===== src/rtl/digit_overlay.sv =====
// digit_overlay: VGA pixel-path overlay placed after the digit classifier.
// Draws a one-pixel ring around the centred capture box and renders the most
// recently committed digit as a scaled 3x5 glyph.
//
// Two-stage pipeline. Pixel data and counts come out exactly 2 cycles after they
// go in. Overlay state (box colour, shown digit, freshness) changes only on the
// frame-start cycle, so it cannot change partway through a frame.
//
// Ports:
//   clk, rst                 pixel clock, synchronous active-high reset
//   H_CNT, V_CNT             input pixel coordinates
//   iVGA_R/G/B               input pixel colour
//   DIGIT_IN, DIGIT_VALID    classifier result and its single-cycle strobe
//   BOX_VALID                classifier box-valid level, sampled at frame start
//   oVGA_R/G/B               overlaid output pixel
//   o_H_CNT, o_V_CNT         coordinates aligned with the output pixel
//   DIGIT_SHOWN              currently committed digit
//   SHOW_VALID               committed digit is fresh and is being drawn
module digit_overlay #(
    parameter int unsigned W                  = 160,
    parameter int unsigned H                  = 120,
    parameter int unsigned PIC_DIM            = 30,
    parameter int unsigned PIC_DIM_MULTIPLIER = 3,
    parameter int unsigned DIGIT_SCALE        = 4,
    parameter int unsigned GX                 = 2,
    parameter int unsigned GY                 = 2,
    parameter int unsigned STALE_FRAMES       = 8
) (
    input  logic        clk,
    input  logic        rst,
    input  logic [12:0] H_CNT,
    input  logic [12:0] V_CNT,
    input  logic [7:0]  iVGA_R,
    input  logic [7:0]  iVGA_G,
    input  logic [7:0]  iVGA_B,
    input  logic [3:0]  DIGIT_IN,
    input  logic        DIGIT_VALID,
    input  logic        BOX_VALID,
    output logic [7:0]  oVGA_R,
    output logic [7:0]  oVGA_G,
    output logic [7:0]  oVGA_B,
    output logic [12:0] o_H_CNT,
    output logic [12:0] o_V_CNT,
    output logic [3:0]  DIGIT_SHOWN,
    output logic        SHOW_VALID
);

    localparam int unsigned S  = PIC_DIM * PIC_DIM_MULTIPLIER;
    localparam int unsigned X0 = (W - S) / 2;
    localparam int unsigned Y0 = (H - S) / 2;

    // The ring sits just outside the box on every side.
    localparam logic [12:0] RingL = 13'(X0 - 1);
    localparam logic [12:0] RingR = 13'(X0 + S);
    localparam logic [12:0] RingT = 13'(Y0 - 1);
    localparam logic [12:0] RingB = 13'(Y0 + S);

    // Glyph region bounds; right and bottom are exclusive.
    localparam int unsigned ScShift = $clog2(DIGIT_SCALE);
    localparam logic [12:0] GlyphL  = 13'(GX);
    localparam logic [12:0] GlyphR  = 13'(GX + 3 * DIGIT_SCALE);
    localparam logic [12:0] GlyphT  = 13'(GY);
    localparam logic [12:0] GlyphB  = 13'(GY + 5 * DIGIT_SCALE);

    localparam int unsigned         StaleW   = $clog2(STALE_FRAMES + 1);
    localparam logic [StaleW-1:0]   StaleMax = StaleW'(STALE_FRAMES);

    // ------------------------------------------------------------------
    // Overlay state, updated only on the frame-start cycle
    // ------------------------------------------------------------------
    logic              r_box_ok;
    logic              r_pend_valid;
    logic [3:0]        r_pend_digit;
    logic [3:0]        r_digit_shown;
    logic              r_show_valid;
    logic [StaleW-1:0] r_stale_cnt;

    logic              w_frame_start;
    logic              w_commit;
    logic [3:0]        w_commit_digit;
    logic [StaleW-1:0] w_stale_inc;

    assign w_frame_start  = (H_CNT == 13'd0) && (V_CNT == 13'd0);
    // A strobe on the frame-start cycle bypasses the pending register.
    assign w_commit       = w_frame_start && (DIGIT_VALID || r_pend_valid);
    assign w_commit_digit = DIGIT_VALID ? DIGIT_IN : r_pend_digit;
    assign w_stale_inc    = (r_stale_cnt == StaleMax) ? StaleMax
                                                      : r_stale_cnt + StaleW'(1);

    always_ff @(posedge clk) begin
        if (rst) begin
            r_box_ok      <= 1'b0;
            r_pend_valid  <= 1'b0;
            r_pend_digit  <= 4'd0;
            r_digit_shown <= 4'd0;
            r_show_valid  <= 1'b0;
            r_stale_cnt   <= StaleMax;
        end else if (w_frame_start) begin
            r_box_ok <= BOX_VALID;
            if (w_commit) begin
                r_digit_shown <= w_commit_digit;
                r_stale_cnt   <= '0;
                r_show_valid  <= 1'b1;
                r_pend_valid  <= 1'b0;
            end else begin
                r_stale_cnt <= w_stale_inc;
                if (w_stale_inc == StaleMax) begin
                    r_show_valid <= 1'b0;
                end
            end
        end else if (DIGIT_VALID) begin
            r_pend_valid <= 1'b1;
            r_pend_digit <= DIGIT_IN;
        end
    end

    // ------------------------------------------------------------------
    // Stage 1: register pixel, classify position
    // ------------------------------------------------------------------
    logic [12:0] w_dx;
    logic [12:0] w_dy;
    logic [1:0]  w_col;
    logic [2:0]  w_row;
    logic        w_on_row;
    logic        w_on_col;
    logic        w_in_glyph;

    // Outside the glyph region these wrap; the region flag masks them.
    assign w_dx  = H_CNT - GlyphL;
    assign w_dy  = V_CNT - GlyphT;
    assign w_col = 2'(w_dx >> ScShift);
    assign w_row = 3'(w_dy >> ScShift);

    assign w_on_row   = ((V_CNT == RingT) || (V_CNT == RingB)) &&
                        (H_CNT >= RingL) && (H_CNT <= RingR);
    assign w_on_col   = ((H_CNT == RingL) || (H_CNT == RingR)) &&
                        (V_CNT >= RingT) && (V_CNT <= RingB);
    assign w_in_glyph = (H_CNT >= GlyphL) && (H_CNT < GlyphR) &&
                        (V_CNT >= GlyphT) && (V_CNT < GlyphB);

    logic [23:0] r_s1_pix;
    logic [12:0] r_s1_h;
    logic [12:0] r_s1_v;
    logic        r_s1_border;
    logic        r_s1_glyph;
    logic [1:0]  r_s1_col;
    logic [2:0]  r_s1_row;

    always_ff @(posedge clk) begin
        if (rst) begin
            r_s1_pix    <= 24'd0;
            r_s1_h      <= 13'd0;
            r_s1_v      <= 13'd0;
            r_s1_border <= 1'b0;
            r_s1_glyph  <= 1'b0;
            r_s1_col    <= 2'd0;
            r_s1_row    <= 3'd0;
        end else begin
            r_s1_pix    <= {iVGA_R, iVGA_G, iVGA_B};
            r_s1_h      <= H_CNT;
            r_s1_v      <= V_CNT;
            r_s1_border <= w_on_row || w_on_col;
            r_s1_glyph  <= w_in_glyph;
            r_s1_col    <= w_col;
            r_s1_row    <= w_row;
        end
    end

    // ------------------------------------------------------------------
    // Stage 2: font lookup and output mux
    // ------------------------------------------------------------------
    logic [14:0] w_font;
    logic [3:0]  w_idx;
    logic [3:0]  w_bit;
    logic        w_lit;
    logic [23:0] w_pix;

    // Row 0 in the MSBs, leftmost column first; 10..15 are blank.
    always_comb begin
        w_font = 15'h0000;
        case (r_digit_shown)
            4'd0:    w_font = 15'h7B6F;
            4'd1:    w_font = 15'h2C97;
            4'd2:    w_font = 15'h73E7;
            4'd3:    w_font = 15'h73CF;
            4'd4:    w_font = 15'h5BC9;
            4'd5:    w_font = 15'h79CF;
            4'd6:    w_font = 15'h79EF;
            4'd7:    w_font = 15'h7249;
            4'd8:    w_font = 15'h7BEF;
            4'd9:    w_font = 15'h7BCF;
            default: w_font = 15'h0000;
        endcase
    end

    assign w_idx = ({1'b0, r_s1_row} * 4'd3) + {2'b00, r_s1_col};
    assign w_bit = 4'd14 - w_idx;
    assign w_lit = w_font[w_bit];

    // Priority: glyph, then border, then passthrough.
    always_comb begin
        w_pix = r_s1_pix;
        if (r_s1_glyph && w_lit && r_show_valid) begin
            w_pix = 24'hFFFFFF;
        end else if (r_s1_border) begin
            w_pix = r_box_ok ? 24'h00FF00 : 24'hFF0000;
        end
    end

    logic [23:0] r_out_pix;
    logic [12:0] r_out_h;
    logic [12:0] r_out_v;

    always_ff @(posedge clk) begin
        if (rst) begin
            r_out_pix <= 24'd0;
            r_out_h   <= 13'd0;
            r_out_v   <= 13'd0;
        end else begin
            r_out_pix <= w_pix;
            r_out_h   <= r_s1_h;
            r_out_v   <= r_s1_v;
        end
    end

    assign oVGA_R      = r_out_pix[23:16];
    assign oVGA_G      = r_out_pix[15:8];
    assign oVGA_B      = r_out_pix[7:0];
    assign o_H_CNT     = r_out_h;
    assign o_V_CNT     = r_out_v;
    assign DIGIT_SHOWN = r_digit_shown;
    assign SHOW_VALID  = r_show_valid;

endmodule


===== config.mk =====
export PLATFORM = sky130hd
export DESIGN_NAME = digit_overlay
export DESIGN_NICKNAME = d
export VERILOG_FILES = /design/src/rtl/digit_overlay.sv
export SDC_FILE = /design/constraint.sdc
export NUM_CORES = 1
export LEC_CHECK = 0
export ABC_AREA = 1
export ABC_CLOCK_PERIOD_IN_PS = 3900
export CAP_MARGIN = 30
export CELL_PAD_IN_SITES_DETAIL_PLACEMENT = 1
export CELL_PAD_IN_SITES_GLOBAL_PLACEMENT = 1
export CORE_MARGIN = 5
export CORE_UTILIZATION = 40
export DETAILED_ROUTE_END_ITERATION = 10
export GPL_TIMING_DRIVEN = 1
export HOLD_SLACK_MARGIN = 0.12
export PLACE_DENSITY = 0.95
export SYNTH_ARGS = -nofsm -noshare
export SYNTH_HDL_FRONTEND = slang
export SYNTH_SLANG_ARGS = --single-unit

===== constraint.sdc =====
create_clock -name clk -period 3.9 [get_ports clk]
set_clock_uncertainty 0.15 [all_clocks]
set_input_delay 0.78 -clock clk [delete_from_list [all_inputs] [get_ports clk]]
set_output_delay 0.78 -clock clk [all_outputs]
set_load 0.005 [all_outputs]

==> results.md <==
- Status: finished clean
- Worst Hold Launch: r_s1_h[12]$_SDFF_PP0_
- Number of synthesized flops with an enable pin: 0
- IR drop worst, VDD: 0.000283 V
- Mapped Area: 5160 sq um
- YS warnings: 0
- Fin. Hold Viols: 0
- Root Driver: clkbuf_16
- Crit Reg-Reg Startpoint: r_s1_row[0]$_SDFF_PP0_
- First-pass GRT wire length: 25,400 um
- Worst-Margin Slew: 0.788 ns
- Htree depth: 4
- Final worst setup slack: 0.894 ns
- IO Count: 113
- Logic gate share of total power: 9.9%
- Reg2Reg Setup Slack: 1.03 ns
- Ys flop type: dfxtp_1
- Die width: 124 um
- IO buf count: 112
- Area growth syn-to-layout: 36.5%
- Cell-internal power: 2.58 mW
- # diodes: 0
- CTS tree: built
- Congestion Overflow GR: 0
- Hold Path Depth: 2
- CP required: 4.06 ns
- Sw Pwr: 0.839 mW
- Dpl hpwl: 10,300 um
- Max_cap viols: 0
- Vias in the first global route: 4,989
- Clock sinks: 133
- Pin count of the biggest net entering global routing: 101
- RD Place Congestion: 0.904
- Kind of critical path: in -> reg
- Routed Antenna Nets: 0
- Seq/Total Area, Yosys: 51.6%
- Yosys reg bits: 133
- Cts hold-fix bufs: 0
- # setup viols final: 0
- PwrDens: 486 nW/um^2
- CP Max Fanout: 6
- Hold Path Sink: o_H_CNT[12]$_SDFF_PP0_
- Placed cell count: 892
- Flop pwr share: 42.0%
- Leakage: 3.22 nW
- Core area: 12,600 sq um
- Cell taking the most area after synthesis: dfxtp_1
- Worst-path clk slew: 0.06 ns
- Total CTS buffers: 17
- Drt first pass iters: 4
- Die height: 124 um
- Syn Inst Count: 628
- Row Count: 41
- Fin area: 7040 sq um
- Post-CTS resize count: 0
- Final Max Tran Viols: 0
- Power, Total: 3.42 mW
- FF-to-FF End: r_out_pix[23]$_SDFF_PP0_
- Tightest Hold Check Type: reg -> reg
- Count of cell types in the netlist: 38
- Vias: 4,492
- Area contributors post-synth: dfxtp_1 52%, inv_1 8.6%, nor2_1 7.5%
- # DRC: 0
- Power share of the clock group: 48.2%
- Overall routing resource usage: 21.7%
- Endpoint class of the critical path: register
- Vias per inst: 4.86
- Tcrit/Tclk final: 77.1%
- Longest Clk Path Bufs: 2
- Initial DRC count: 329
- RSZ-0062 raised after global routing: no
- Initial antenna violation count: 0
- Dpl ws: 0.602 ns
- Sw Ratio: 24.5%
- Avg Inst Size Synth: 8.21 sq um
- Post-synth ARST share: 0%
- Post-CTS setup repair buffer count: 0
- Drt total wl: 16,100 um
- Fin crit period: 3.01 ns
- Hold WS: 0.256 ns
- Syn Nets: 705
- Share of cells above drive strength 1: 9.30%
- Worst-Skew Late Latency: 0.43 ns
- Routed length per instance: 17.4 um
- Initial Util: 40.9%
- Post-synth top area share: 51.6%
- Fin util: 55.8%
- Setup TNS: 0 ns
- Area after DPL: 6400 sq um
- Rel. slew slack: 47.4%
- CP arrival: 3.17 ns
- Worst R2R Path Depth: 9
- Fmax: 333 MHz
- Worst Setup Start Kind: input pin
- Final nets: 817
- Die area: 15,300 sq um
- Final Instance Count excl. Fillers: 925
[Yosys cell counts (2+ instances only)]
cell / count
dfxtp_1: 133
inv_1: 118
nor2_1: 103
nand2_1: 86
a21oi_1: 46
nand3_1: 22
clkbuf_1: 17
ha_1: 17
o21ai_0: 13
nand2_2: 9
nand3_4: 6
nand4_1: 6
nor2_4: 5
or2_2: 5
a211oi_1: 4
nand3b_1: 4
nor3_1: 4
buf_2: 2
buf_6: 2
fa_1: 2
inv_2: 2
mux2i_1: 2
nor2_2: 2
nor2_8: 2
nor4_1: 2
xor2_1: 2
[worst max-delay path, stage by stage]
cell             delay, ns
clkdlybuf4s50_1       0.56
nor2_4                0.21
nand2_2               0.09
nor2_4                0.20
nand2_4               0.09
nor2_8                0.12
nand3b_1              0.10
nand2_1               0.09
nand2_1               0.15
inv_1                 0.17
ha_1                  0.22
inv_1                 0.08
nand3_1               0.11
nand2_1               0.07
nand2_1               0.07
nand2_1               0.06
[state kept, by name (all words and copies together), names as in the netlist]
| signal | flops |
|---|---|
| r_out_pix | 24 |
| r_pend_digit | 4 |
| o_H_CNT | 13 |
| w_font | 11 |
| r_s1_v | 13 |
| r_stale_cnt | 4 |
| r_pend_valid | 1 |
| r_s1_h | 13 |
| r_box_ok | 1 |
| r_s1_pix | 24 |
| DIGIT_SHOWN | 4 |
| r_s1_glyph | 1 |
| r_s1_row | 3 |
| SHOW_VALID | 1 |
| r_s1_col | 2 |
| r_s1_border | 1 |
| o_V_CNT | 13 |
[worst max path at each step]
stage	slack, ns	cells after the start	endpoint	from
global placement	0.75	15	w_font[9]$_DFF_P_	V_CNT[1]
detailed placement	0.60	14	w_font[5]$_DFF_P_	V_CNT[1]
CTS	0.94	15	w_font[8]$_DFF_P_	V_CNT[1]
global route	0.73	16	w_font[8]$_DFF_P_	V_CNT[11]
finish	0.89	16	w_font[8]$_DFF_P_	V_CNT[1]
floorplan	1.45	14	w_font[9]$_DFF_P_	H_CNT[3]
[layout by cell type, fill, tap and decap left out, types with 2 or more instances in the layout]
cell type,netlist,final
dfxtp_1,133,133
inv_1,118,118
clkdlybuf4s50_1,0,111
nor2_1,103,103
nand2_1,86,86
a21oi_1,46,46
nand3_1,22,22
ha_1,17,17
clkbuf_16,0,17
o21ai_0,13,13
nand2_2,9,9
nand4_1,6,6
nand3_4,6,6
or2_2,5,5
nor2_4,5,5
clkinv_4,0,5
a211oi_1,4,4
nor3_1,4,4
nand3b_1,4,4
clkinvlp_4,0,3
bufinv_16,0,3
xor2_1,2,2
nor4_1,2,2
nor2_2,2,2
nor2_8,2,2
mux2i_1,2,2
inv_2,2,2
fa_1,2,2
inv_6,0,2
buf_4,0,2
[final cells by class]
| class | instances | area (sq um) |
|---|---|---|
| Multi-Input combinational cell | 353 | 1940 |
| Tap cell | 172 | 215 |
| Clock inverter | 14 | 179 |
| Sequential cell | 133 | 2660 |
| Clock buffer | 18 | 429 |
| Timing Repair Buffer | 114 | 1150 |
| Fill cell | 1507 | 5580 |
| Inverter | 121 | 457 |
[cell families after synthesis]
group	share of synthesized area, %
AO/OA/AOI/OAI	7.13
XOR/XNOR	0.510
multiplexers	0.388
buffers and inverters	10.7
adder cells (fa/ha/maj)	4.90
flip-flops	51.6
AND/OR/NAND/NOR	24.7
[power groups by stage]
stage               sequential (mW)  clock, mW  combinational (mW)
floorplan                      1.46          0               0.161
global placement               1.46          0               0.297
detailed placement             1.46          0               0.318
CTS                            1.43       1.67               0.337
global route                   1.44       1.73               0.368
finish                         1.43       1.65               0.338
[layer usage]
metal / global-route usage (%) / vias up / wire length, um
met5: 0 / - / 0
met4: 9.83 / 0 / 530
met3: 6.31 / 45 / 917
met2: 39.6 / 151 / 8450
met1: 23.1 / 2159 / 6210
li1: - / 2137 / -
Power figures use the tool's default switching activity.
